### config.mk
export PLATFORM = sky130hd
export DESIGN_NAME = int_ctrl
export DESIGN_NICKNAME = d
export VERILOG_FILES = /design/src/rtl/int_pkg.sv /design/src/rtl/int_arb.sv /design/src/rtl/int_ctrl.sv
export SDC_FILE = /design/constraint.sdc
export NUM_CORES = 1
export LEC_CHECK = 0
export ABC_AREA = 0
export CAP_MARGIN = 15
export CORE_MARGIN = 2
export CORE_UTILIZATION = 43
export CTS_CLUSTER_DIAMETER = 150
export CTS_CLUSTER_SIZE = 8
export DETAILED_ROUTE_END_ITERATION = 8
export PLACE_DENSITY = 0.77
export SYNTH_ARGS = -nofsm -noshare
export SYNTH_HDL_FRONTEND = slang
export SYNTH_SLANG_ARGS = --single-unit
export TNS_END_PERCENT = 5
### constraint.sdc
create_clock -name clk -period 1.7 [get_ports clk]
set_input_delay 0.34 -clock clk [delete_from_list [all_inputs] [get_ports clk]]
set_output_delay 0.34 -clock clk [all_outputs]
set_load 0.1 [all_outputs]
### src/rtl/int_pkg.sv
// ----------------------------------------------------------------------------
// int_pkg -- shared definitions for the int_ctrl interrupt controller.
//   state_e        : controller state (IDLE / REQ / SERVICE)
//   N_SRC_DEFAULT  : default number of interrupt sources
// ----------------------------------------------------------------------------
package int_pkg;

  localparam int N_SRC_DEFAULT = 8;

  typedef enum logic [1:0] {
    IDLE    = 2'd0,
    REQ     = 2'd1,
    SERVICE = 2'd2
  } state_e;

endpackage : int_pkg

### src/rtl/int_arb.sv
// ----------------------------------------------------------------------------
// int_arb -- combinational interrupt arbiter.
// Searches the request vector starting at index ptr and wrapping modulo N_SRC;
// the first set bit wins. Driving ptr with a pointer register gives
// round-robin arbitration; tying ptr to zero gives fixed priority where the
// lowest set index wins.
//   req   [N_SRC-1:0] : enabled pending requests
//   ptr   [VEC_W-1:0] : search start index (must be < N_SRC)
//   grant [VEC_W-1:0] : winning index (0 when nothing is requested)
//   valid             : at least one request is set
// ----------------------------------------------------------------------------
module int_arb
  import int_pkg::*;
#(
  parameter int N_SRC = N_SRC_DEFAULT,
  parameter int VEC_W = $clog2(N_SRC)
) (
  input  logic [N_SRC-1:0] req,
  input  logic [VEC_W-1:0] ptr,
  output logic [VEC_W-1:0] grant,
  output logic             valid
);

  always_comb begin : search
    int idx;
    // NOTE: every output of a combinational block gets a default first so
    // that no path through the block leaves it unassigned (no latch).
    grant = '0;
    valid = 1'b0;
    idx   = 0;
    for (int k = 0; k < N_SRC; k++) begin
      idx = int'(ptr) + k;
      if (idx >= N_SRC) idx = idx - N_SRC;
      if (!valid && req[idx]) begin
        valid = 1'b1;
        grant = VEC_W'(idx);
      end
    end
  end

endmodule : int_arb

### src/rtl/int_ctrl.sv
// ----------------------------------------------------------------------------
// int_ctrl -- pending-latch interrupt controller with a three-state handshake.
// Source pulses latch into pending bits; an enabled pending source is
// presented to the CPU on irq/irq_vec, acknowledged with irq_ack (clears its
// pending bit) and closed with eoi.
//
// Build option: define INT_CTRL_RR_EN for round-robin arbitration (search
// starts at a pointer that moves past each acknowledged source). Without it,
// the lowest enabled pending index always wins and no pointer is kept.
//
// Ports:
//   clk                   : system clock, rising edge
//   rst                   : asynchronous active-high reset
//   int_src  [N_SRC-1:0]  : one-cycle request pulses per source
//   mask_in  [N_SRC-1:0]  : new enable mask (1 = enabled)
//   mask_we               : load mask_in this cycle
//   irq_ack               : CPU acknowledge (honoured in REQ only)
//   eoi                   : CPU end-of-interrupt (honoured in SERVICE only)
//   irq                   : registered interrupt request
//   irq_vec  [VEC_W-1:0]  : index of the presented / in-service source
//   in_service            : high while in SERVICE
//   pending  [N_SRC-1:0]  : latched pending bits
// ----------------------------------------------------------------------------
module int_ctrl
  import int_pkg::*;
#(
  parameter int N_SRC = N_SRC_DEFAULT,
  parameter int VEC_W = $clog2(N_SRC)
) (
  input  logic             clk,
  input  logic             rst,
  input  logic [N_SRC-1:0] int_src,
  input  logic [N_SRC-1:0] mask_in,
  input  logic             mask_we,
  input  logic             irq_ack,
  input  logic             eoi,
  output logic             irq,
  output logic [VEC_W-1:0] irq_vec,
  output logic             in_service,
  output logic [N_SRC-1:0] pending
);

  state_e             state_q, state_d;
  logic               irq_q, irq_d;
  logic [VEC_W-1:0]   vec_q, vec_d;
  logic [N_SRC-1:0]   mask_q, mask_d;
  logic [N_SRC-1:0]   pending_q, pending_d;
  logic [N_SRC-1:0]   clr;

  logic [VEC_W-1:0]   arb_ptr;
  logic [VEC_W-1:0]   arb_grant;
  logic               arb_valid;

  int_arb #(
    .N_SRC (N_SRC),
    .VEC_W (VEC_W)
  ) u_arb (
    .req   (pending_q & mask_q),
    .ptr   (arb_ptr),
    .grant (arb_grant),
    .valid (arb_valid)
  );

`ifdef INT_CTRL_RR_EN
  logic [VEC_W-1:0] ptr_q, ptr_d;

  // Next search starts just past the source being acknowledged.
  always_comb begin
    ptr_d = ptr_q;
    if (state_q == REQ && irq_ack) begin
      ptr_d = (vec_q == VEC_W'(N_SRC - 1)) ? '0 : vec_q + 1'b1;
    end
  end

  always_ff @(posedge clk or posedge rst) begin
    if (rst) ptr_q <= '0;
    else     ptr_q <= ptr_d;
  end

  assign arb_ptr = ptr_q;
`else
  assign arb_ptr = '0;
`endif

  always_comb begin
    state_d = state_q;
    irq_d   = irq_q;
    vec_d   = vec_q;
    mask_d  = mask_q;
    clr     = '0;

    if (mask_we) mask_d = mask_in;

    case (state_q)
      // The arbiter looks at registered pending bits, so a pulse reaches irq
      // one edge after it is latched.
      IDLE: begin
        if (arb_valid) begin
          vec_d   = arb_grant;
          irq_d   = 1'b1;
          state_d = REQ;
        end
      end
      // vec is frozen here; mask writes and new pulses only touch pending.
      REQ: begin
        if (irq_ack) begin
          clr     = N_SRC'(1) << vec_q;
          irq_d   = 1'b0;
          state_d = SERVICE;
        end
      end
      SERVICE: begin
        if (eoi) state_d = IDLE;
      end
      default: begin
        irq_d   = 1'b0;
        state_d = IDLE;
      end
    endcase

    // OR-ing the new pulses after the clear lets a coincident set win.
    pending_d = (pending_q & ~clr) | int_src;
  end

  // NOTE: sequential state uses non-blocking assignments so every flop
  // samples the pre-edge values, independent of statement order.
  always_ff @(posedge clk or posedge rst) begin
    if (rst) begin
      state_q   <= IDLE;
      irq_q     <= 1'b0;
      vec_q     <= '0;
      mask_q    <= '0;
      pending_q <= '0;
    end else begin
      state_q   <= state_d;
      irq_q     <= irq_d;
      vec_q     <= vec_d;
      mask_q    <= mask_d;
      pending_q <= pending_d;
    end
  end

  assign irq        = irq_q;
  assign irq_vec    = vec_q;
  assign in_service = (state_q == SERVICE);
  assign pending    = pending_q;

endmodule : int_ctrl

# Yosys cells after proc, flatten, opt, wreduce, memory -nomap -nowiden
# Index checks and enable logic that the tools add are counted.
# Widths: inputs -> output; s select.
# totals
ff_bits	22
input_bits	21
output_inout_bits	13
word_cells	58
# op_classes
n_eq_ne	5
n_shift	1
mux	24
n_bitwise	5
reduce_logical	18
# op_table
operator	count
$and 8x8->8	2
$mux 8	2
$mux 3	4
$mux 1	11
$mux 2	5
$not 8->8	1
$or 8x8->8	1
$shl 1x3->8 const A	1
$logic_and 1x1->1	7
$logic_not 1->1	7
$ne 2x2->1 const B	3
$pmux 2 s3	1
$reduce_and 3->1	2
$pmux 1 s3	1
$eq 2x1->1 const B	1
$eq 2x2->1 const B	1
$logic_not 2->1	1
$reduce_and 2->1	1
$not 1->1	1

# Longest topological paths before layout
# Gate-level depths: netlist of the first run.
# logic_depth
word_depth	25
ltp_mapped	4
mapped_depth_nobuf	4

# Cells and area by module
# A second synthesis of the first run with hierarchy kept.
# hier_totals
hier_cells	184
area_unflattened_um2	2037.0
# by_module_without_submodules
mod	instances	cells_per_inst	area_each_um2	seq_area_each_um2
int_arb	1	104	1078.5	0.0
int_ctrl	1	80	958.4	550.5

# Worst setup path after synthesis of the first run
# OpenSTA, ideal clock, no wires.
# synth_path
kind	reg-to-reg
startpoint	register vec_q[0], in the netlist irq_vec[0]
endpoint	register pending_q[5], in the netlist pending[5]
setup_ps	120
t_arrival_ps	1716
required_ps	1580
path_slack_ps	-136
stages_incl_launch_ff	4
n_path_buf	1
period_less_slack_ps	1836
path_cell_list	dfrtp_1 > clkbuf_1 > or3b_1 > a21o_1
# synth_between
elab_chain_cells	6
# synth_lines
item	line	rtl
start: declaration	int_ctrl.sv:45	logic [VEC_W-1:0] vec_q, vec_d;
start signal: assignment	int_ctrl.sv:137	vec_q <= vec_d;
$shl 1x3->8	int_ctrl.sv:107	clr = N_SRC'(1) << vec_q;
$mux 8	int_ctrl.sv:106	if (irq_ack) begin
$mux 8	int_ctrl.sv:94	case (state_q)
$not 8->8	int_ctrl.sv:122	pending_d = (pending_q & ~clr) | int_src;
$and 8x8->8	int_ctrl.sv:122	
$or 8x8->8	int_ctrl.sv:122	
named net pending_d[5]	int_ctrl.sv:47	logic [N_SRC-1:0] pending_q, pending_d;
end signal: assignment	int_ctrl.sv:139	pending_q <= pending_d;
end: declaration	int_ctrl.sv:47	
# The timed path passes the listed nets, and every way through them passes these cells.
# A chain may end at the register's enable or synchronous reset.

# Worst setup path after layout of the first run
# layout_path
startpoint	register state_q[0]
endpoint	output in_service
# layout_between
elab_chain_cells	1
# layout_lines
item	line	rtl
start: declaration	int_ctrl.sv:43	state_e state_q, state_d;
start signal: assignment	int_ctrl.sv:135	state_q <= state_d;
$eq 2x2->1	int_ctrl.sv:145	assign in_service = (state_q == SERVICE);
end: declaration	int_ctrl.sv:39	output logic in_service,
# Every way passes these cells.

==> summary.txt, run 1 <==
Global routing
  – GRT Overall Usage: 0.189
  – GRT busiest layer: met2
  – M2 GR Usage: 0.325
  – Total gr overflow: 0
  – GR Util met3: 0.0374
  – Met1 Usage GRT: 0.228
  – Global-route wire length before repair: 3690 um
  – Largest net degree at the start of global routing: 23
  – Initial antenna violation count: 0
  – Vias in the first global route: 833

Finish
  – Nets: roughly 150
  – Area Growth Syn to Fin: 56.6%
  – Layout cells sized above 1: 0.258
  – FF/Latch Area: about 550 um^2
  – Layout fillers: about 160
  – Finished Layout Cells: around 150
  – Fin area: between 1500 and 2000 um^2
  – Util after Layout: 0.700
  – Diode count: 0
  – Multi-input logic area: 402 um^2

Setup path
  – Largest fanout on the critical path: 6
  – R2r endpoint: irq_vec[0]$_DFFE_PP0P_
  – Crit. End Element: output port
  – CP Launch Type: flip-flop
  – R2r startpoint: pending[1]$_DFF_PP0_
  – R2R depth: 4
  – Arr. time, crit path: between 1 and 1.5 ns
  – R2R setup slack: approximately 0.27 ns
  – Required time of the critical path: 1.36 ns
  – CP Class: reg -> out

Synthesis
  – Syn nets: about 110
  – Syn_area_per_cell: 11.1 um^2
  – Yosys top cell by area: dfrtp_1
  – Netlist cell types: 23
  – Mapped Area: 980 um^2
  – Synthesis Warnings: 0
  – Register area share after synthesis: 0.562
  – Seq cells post-synth: 22
  – Main area contributors after synthesis: dfrtp_1 (56%), mux2_2 (9.2%), a21o_1 (5.4%), nand2_1 (3.8%), a21oi_1 (3.1%)
  – Cells after Synth: 88
  – Top cell type's share of synthesized area: 0.562

Detailed routing
  – Routed Antenna Nets: 0
  – Vias per cell: roughly 5.5
  – Residual DRC: 2
  – Iteration-0 DRC Markers: 15
  – Vias: about 830
  – Routed WL per cell: ~14 um
  – Final WL: around 2100 um
  – Drt pass-1 iters: 7

Outcome
  – Status: finished, violations left
  – Failing checks: design-rule violations

STA
  – Max frequency: 649 MHz
  – Final period utilization: 0.907
  – Hold Slack: between 0.3 and 0.4 ns
  – Final-report setup violation count: 0
  – RSZ-0062 raised after global routing: no
  – Fin crit period: 1.54 ns
  – Slew @ Worst Pin: 0.456 ns
  – Final Skew: ~0.0079 ns
  – Hold Violations, Final: 0
  – Slew margin rel.: 0.695
  – Max Slew Vio Count: 0

Place
  – Placed inst area: 1480 um^2
  – Dpl hpwl: around 1600 um
  – Port buffer count: 33
  – Placed Cells: 148
  – GPL Wtd Cong: around 0.77

Clock tree
  – Cells resized by post-CTS repair: 0
  – Root Buffer: clkbuf_4
  – Clk slew on worst S/H paths: around 0.13 ns
  – CTS tree: done
  – # Post-CTS Setup Buffers: 0
  – Num CTS Buffers: 3
  – Worst-Skew Late Latency: 0.31 ns
  – H-tree Lvls: 1
  – CTS Hold Buffers Added: 0
  – Clk buf depth: 2
  – CTS sink cnt: 22

Die
  – Starting Density: 0.447
  – Die width: around 52 um
  – Core area: ~2200 um^2
  – Site row count: 17
  – Die footprint: roughly 2700 um^2
  – Ports: 34
  – Die H: about 52 um

Power
  – Switching part of the total: 0.458
  – Psw: approximately 0.0012 W
  – Total Power: between 0.002 and 0.003 W
  – Comb power frac: 0.504
  – Clock power share: 0.159
  – Maximum VDD drop: 1040 uV
  – Leak: ~0.64 nW
  – Flop pwr share: 0.336
  – P_int: approximately 0.0014 W
  – Power per cell area: ~1600 nW/um^2

Flow run
  – Max Cap Viol: 0

Hold path
  – Hold Path Class: in -> async
state kept, by name (all words and copies together) (netlist names):
register  count
pending       8
mask_q        8
irq           1
irq_vec       3
state_q       2
power groups by stage:
stage	registers (W)	logic (W)	clock network, W
6_report	0.000847	0.00127	0.000401
4_1_cts	0.000846	0.00128	0.000404
3_5_place_dp	0.000855	0.00127	0
2_1_floorplan	0.00125	0.000362	0
5_1_grt	0.000873	0.00133	0.000425
3_3_place_gp	0.000846	0.00125	0
through the flow:
step                setup WS (ns)  setup TNS (ns)
finish                      0.158               0
global route               0.0743               0
CTS                         0.147               0
detailed placement        0.00674               0
global placement           0.0233               0
floorplan                -0.00307        -0.00307
placed cells by master, fill, tap and decap left out, drive strengths merged, types with 2 or more instances in the layout:
cell type,instances
inv,4
nand2b,2
clkbuf,3
nand2,10
or3b,2
mux2,8
nand3b,3
buf,15
dfrtp,22
clkdlybuf4s50,20
a21o,7
o21ai,4
a21oi,6
nor2,5
a22oi,4
cell families after synthesis:
family	Yosys count	share of synthesized area
buffers and inverters	7	0.0281
muxes	8	0.0920
AOI/OAI and AO/OA	26	0.180
DFF	22	0.562
and+or+nand+nor	25	0.138
metal layers:
| metal | part of all wire | up-vias |
|---|---|---|
| met2 | 0.52 | 32 |
| met5 | 0 | - |
| met4 | 0.025 | 0 |
| met3 | 0.055 | 8 |
| met1 | 0.40 | 407 |
| li1 | - | 385 |
worst max-delay path, stage by stage, from the launching register on:
cell and delay, ns:
dfrtp_1 0.46, inv_1 0.10, nand2_1 0.06, inv_1 0.10, buf_12 0.18
layout make-up:
class	instances	area share
Clock buffer	3	0.0147
Clock inverter	1	0.0196
Inverter	4	0.00979
Multi-Input combinational cell	59	0.262
Sequential cell	22	0.361
Tap cell	28	0.0228
Timing Repair Buffer	35	0.310
worst max-delay path by stage:
stage | end | from | depth (start not counted) | slack (ns)
2_1_floorplan | irq_vec[0]$_DFFE_PP0P_ | pending[2]$_DFF_PP0_ | 4 | -0.003
3_3_place_gp | pending[6]$_DFF_PP0_ | irq_ack | 4 | 0.02
3_5_place_dp | pending[6]$_DFF_PP0_ | irq_ack | 4 | 0.007
4_1_cts | in_service | state_q[0]$_DFFE_PP0P_ | 4 | 0.15
5_1_grt | in_service | state_q[0]$_DFFE_PP0P_ | 4 | 0.07
6_report | in_service | state_q[0]$_DFFE_PP0P_ | 4 | 0.16
Yosys cell counts:
cell	n
a211o_1	1
a211oi_1	1
a21o_1	7
a21oi_1	6
a22oi_1	3
a22oi_2	1
a31oi_1	1
a32oi_1	1
buf_2	1
clkbuf_1	2
dfrtp_1	22
inv_1	4
mux2_2	8
nand2_1	10
nand2b_1	2
nand3_1	1
nand3b_1	3
nand4_1	1
nand4b_2	1
nor2_1	5
o21ai_0	4
o31ai_1	1
or3b_1	2
No activity file was read; power rests on OpenSTA's default activity.
==> inputs of run 2 (changes only) <==
--- a/config.mk
+++ b/config.mk
@@ -13,6 +13,7 @@
 export CTS_CLUSTER_SIZE = 8
 export DETAILED_ROUTE_END_ITERATION = 8
 export PLACE_DENSITY = 0.77
+export SKIP_CTS_REPAIR_TIMING = 1
 export SYNTH_ARGS = -nofsm -noshare
 export SYNTH_HDL_FRONTEND = slang
 export SYNTH_SLANG_ARGS = --single-unit
==> results of run 2 <==
Same layout as run 1: the final DEF is identical, and so are final timing and power.
==> inputs of run 3 (changes only) <==
--- a/config.mk
+++ b/config.mk
@@ -8,11 +8,11 @@
 export ABC_AREA = 0
 export CAP_MARGIN = 15
 export CORE_MARGIN = 2
-export CORE_UTILIZATION = 43
+export CORE_UTILIZATION = 45
 export CTS_CLUSTER_DIAMETER = 150
 export CTS_CLUSTER_SIZE = 8
 export DETAILED_ROUTE_END_ITERATION = 8
-export PLACE_DENSITY = 0.77
+export PLACE_DENSITY = 0.8
 export SKIP_CTS_REPAIR_TIMING = 1
 export SYNTH_ARGS = -nofsm -noshare
 export SYNTH_HDL_FRONTEND = slang
==> constraint.sdc (replaced) <==
create_clock -name clk -period 1.8 [get_ports clk]
set_input_delay 0.36 -clock clk [delete_from_list [all_inputs] [get_ports clk]]
set_output_delay 0.36 -clock clk [all_outputs]
set_load 0.1 [all_outputs]
==> run 3 against run 2 <==
- the run now ends clean
- clock skew about the same
- sequential power down 6.3%
- setup slack better by 0.090 ns
- power down 10%
- combinational power down 6%
- via count down 5.8%
- worst hold slack better by 0.023 ns
- sequential cell count unchanged
- clock power down 33%
- utilization up 5.4 points
- first-iteration DRC count down 40%
- clock-buffer cell count up 1
- critical path type unchanged
- critical endpoint unchanged
- largest cell class unchanged
- largest power group unchanged
==> summary.txt, run 3 (same netlist as run 1, synthesis figures left out) <==
Die
  – Die H: 50.7 um (was 51.7 um)
  – Die width: 50.7 um (was 51.7 um)
  – Core area: 2000 um^2 (was 2190 um^2)
  – Die footprint: 2570 um^2 (was 2680 um^2)
  – Starting Density: 0.489 (was 0.447)
  – Site row count: 16 (was 17)
  – Ports: 34 (unchanged)

Detailed routing
  – Vias: 784 (was 832)
  – Final WL: 2050 um (was 2120 um)
  – Routed WL per cell: 13.7 um (was 14.0 um)
  – Vias per cell: 5.23 (was 5.47)
  – Iteration-0 DRC Markers: 9 (was 15)
  – Residual DRC: 0 (was 2)
  – Routed Antenna Nets: 0 (unchanged)
  – Drt pass-1 iters: 4 (was 7)

STA
  – Max Slew Vio Count: 0 (unchanged)
  – Setup tns final: 0 ns (unchanged)
  – Final Skew: 0.00742 ns (was 0.00791 ns)
  – Final-report setup violation count: 0 (unchanged)
  – Max frequency: 644 MHz
  – Fin crit period: approximately 1.6 ns
  – Slew @ Worst Pin: 0.423 ns (was 0.456 ns)
  – Slack of the critical path: 0.248 ns (was 0.158 ns)
  – Final period utilization: 0.862
  – Hold Violations, Final: 0 (unchanged)
  – RSZ-0062 raised after global routing: no (unchanged)
  – Slew margin rel.: 0.717 (was 0.695)

Clock tree
  – Num CTS Buffers: 3 (unchanged)
  – CTS sink cnt: 22 (unchanged)
  – CTS tree: done (unchanged)
  – Clk slew on worst S/H paths: 0.12 ns (was 0.13 ns)
  – H-tree Lvls: 1 (unchanged)
  – Worst-Skew Late Latency: 0.31 ns (about the same)
  – Root Buffer: clkbuf_4 (unchanged)
  – Clk buf depth: 2 (unchanged)

Hold path
  – Hold Path Class: in -> async (unchanged)

Finish
  – Multi-input logic area: 402 um^2 (unchanged)
  – Diode count: 0 (unchanged)
  – Finished Layout Cells: 150 (was 152)
  – Leading cell type in the layout, fill and taps excluded: clkdlybuf4s50_1 (unchanged)
  – Layout cells sized above 1: 0.252 (was 0.258)
  – FF/Latch Area: 554 um^2 (unchanged)
  – Area Growth Syn to Fin: 54.0% (was 56.6%)
  – Commonest non-fill, non-tap cells in the layout: clkdlybuf4s50_1 (20), dfrtp_1 (19), buf_12 (13) (unchanged)
  – Layout fillers: 148 (was 162)
  – Nets: 145 (was 146)

Global routing
  – Largest net degree at the start of global routing: 23 (unchanged)
  – Initial antenna violation count: 0 (unchanged)
  – Vias in the first global route: 792 (was 833)
  – Global-route wire length before repair: 3520 um (was 3690 um)
  – Total gr overflow: 0 (unchanged)
  – GRT Overall Usage: 0.184 (was 0.189)

Outcome
  – Status: complete, no violations (was finished, violations left)

Power
  – Power per cell area: 1490 nW/um^2 (was 1640 nW/um^2)
  – Switching part of the total: 0.476 (was 0.458)
  – Leak: 0.625 nW (was 0.636 nW)
  – Flop pwr share: 0.352 (was 0.336)
  – Comb power frac: 0.529 (was 0.504)
  – Psw: 0.00107 W (was 0.00115 W)
  – Maximum VDD drop: 1120 uV (was 1040 uV)
  – Clock power share: 0.119 (was 0.159)
  – P_int: 0.00118 W (was 0.00137 W)

Place
  – DP Worst Slack: 0.0668 ns (was 0.00674 ns)
  – GPL Wtd Cong: 0.739 (was 0.770)
  – Port buffer count: 33 (unchanged)
  – Placed Cells: 146 (was 148)
  – Dpl hpwl: 1680 um (was 1610 um)

Setup path
  – Arr. time, crit path: 1.19 ns (was 1.20 ns)
  – Required time of the critical path: 1.44 ns (was 1.36 ns)
  – Crit path top cell by count: inv_1 (unchanged)
  – CP Class: reg -> out (unchanged)
  – Crit. End Element: output port (unchanged)
  – Worst path slowest cell: dfrtp_1 (unchanged)
  – Critical-path cell list: inv_1 -> nand2_1 -> inv_1 -> buf_12 (unchanged)
  – Worst path max stage delay: 0.46 ns (about the same)
  – Largest fanout on the critical path: 6 (unchanged)
  – CP Launch Type: flip-flop (unchanged)

Flow run
  – Max Cap Viol: 0 (unchanged)
-- run 3: cell count changes in the layout (fill, tap and decap cells not counted) --
cell / previous run / this run
buf_4: 2 / 1
bufinv_16: 1 / 0
clkbuf_8: 0 / 1
-- run 3: power groups by stage --
stage / logic, W / registers (W) / clock network [W]
after floorplan: 0.000342 / 0.00118 / 0
after global placement: 0.00117 / 0.000797 / 0
after detailed placement: 0.00120 / 0.000803 / 0
after CTS: 0.00120 / 0.000794 / 0.000276
after global routing: 0.00125 / 0.000818 / 0.000297
final: 0.00119 / 0.000794 / 0.000268
-- run 3: path summary, 6_finish.rpt --
kind,end,start,slack [ns],cells after the start
setup / recovery,in_service,state_q[0]$_DFFE_PP0P_,0.25,4
hold / removal,mask_q[1]$_DFFE_PP0P_,rst,0.36,3
setup reg to reg,irq_vec[0]$_DFFE_PP0P_,pending[1]$_DFF_PP0_,0.41,4
hold reg to reg,mask_q[7]$_DFFE_PP0P_,mask_q[7]$_DFFE_PP0P_,0.53,1
max in group asynchronous,irq_vec[2]$_DFFE_PP0P_,rst,1.20,3
min in group clk,mask_q[7]$_DFFE_PP0P_,mask_q[7]$_DFFE_PP0P_,0.53,1
-- run 3: critical path: cells and delay by family, from the launching register on --
kind,cells,cell delay [ns]
DFF,1,0.46
buffers and inverters,3,0.37
and+or+nand+nor,1,0.06
-- run 3: cell type report --
class                           count  area share
Inverter                            4     0.00995
Sequential cell                    22       0.367
Tap cell                           27      0.0224
Multi-Input combinational cell     59       0.266
Timing Repair Buffer               34       0.310
Clock buffer                        4      0.0240
-- run 3: per-layer routing --
| layer | global-route usage | up-vias | share of wire |
|---|---|---|---|
| li1 | - | 384 | - |
| met3 | 0.0298 | 2 | 0.034 |
| met2 | 0.333 | 21 | 0.52 |
| met1 | 0.224 | 377 | 0.43 |
| met4 | 0.0541 | 0 | 0.011 |
| met5 | 0 | - | 0 |
-- run 3: through the flow --
stage	hold slack, ns	total power [W]	area (um^2)	util
floorplan	0.349	0.00153	983	-
global placement	0.497	0.00197	1470	0.736
detailed placement	0.508	0.00200	1470	0.736
CTS	0.367	0.00227	1510	0.754
global route	0.392	0.00236	1510	0.754
finish	0.365	0.00226	1510	0.754
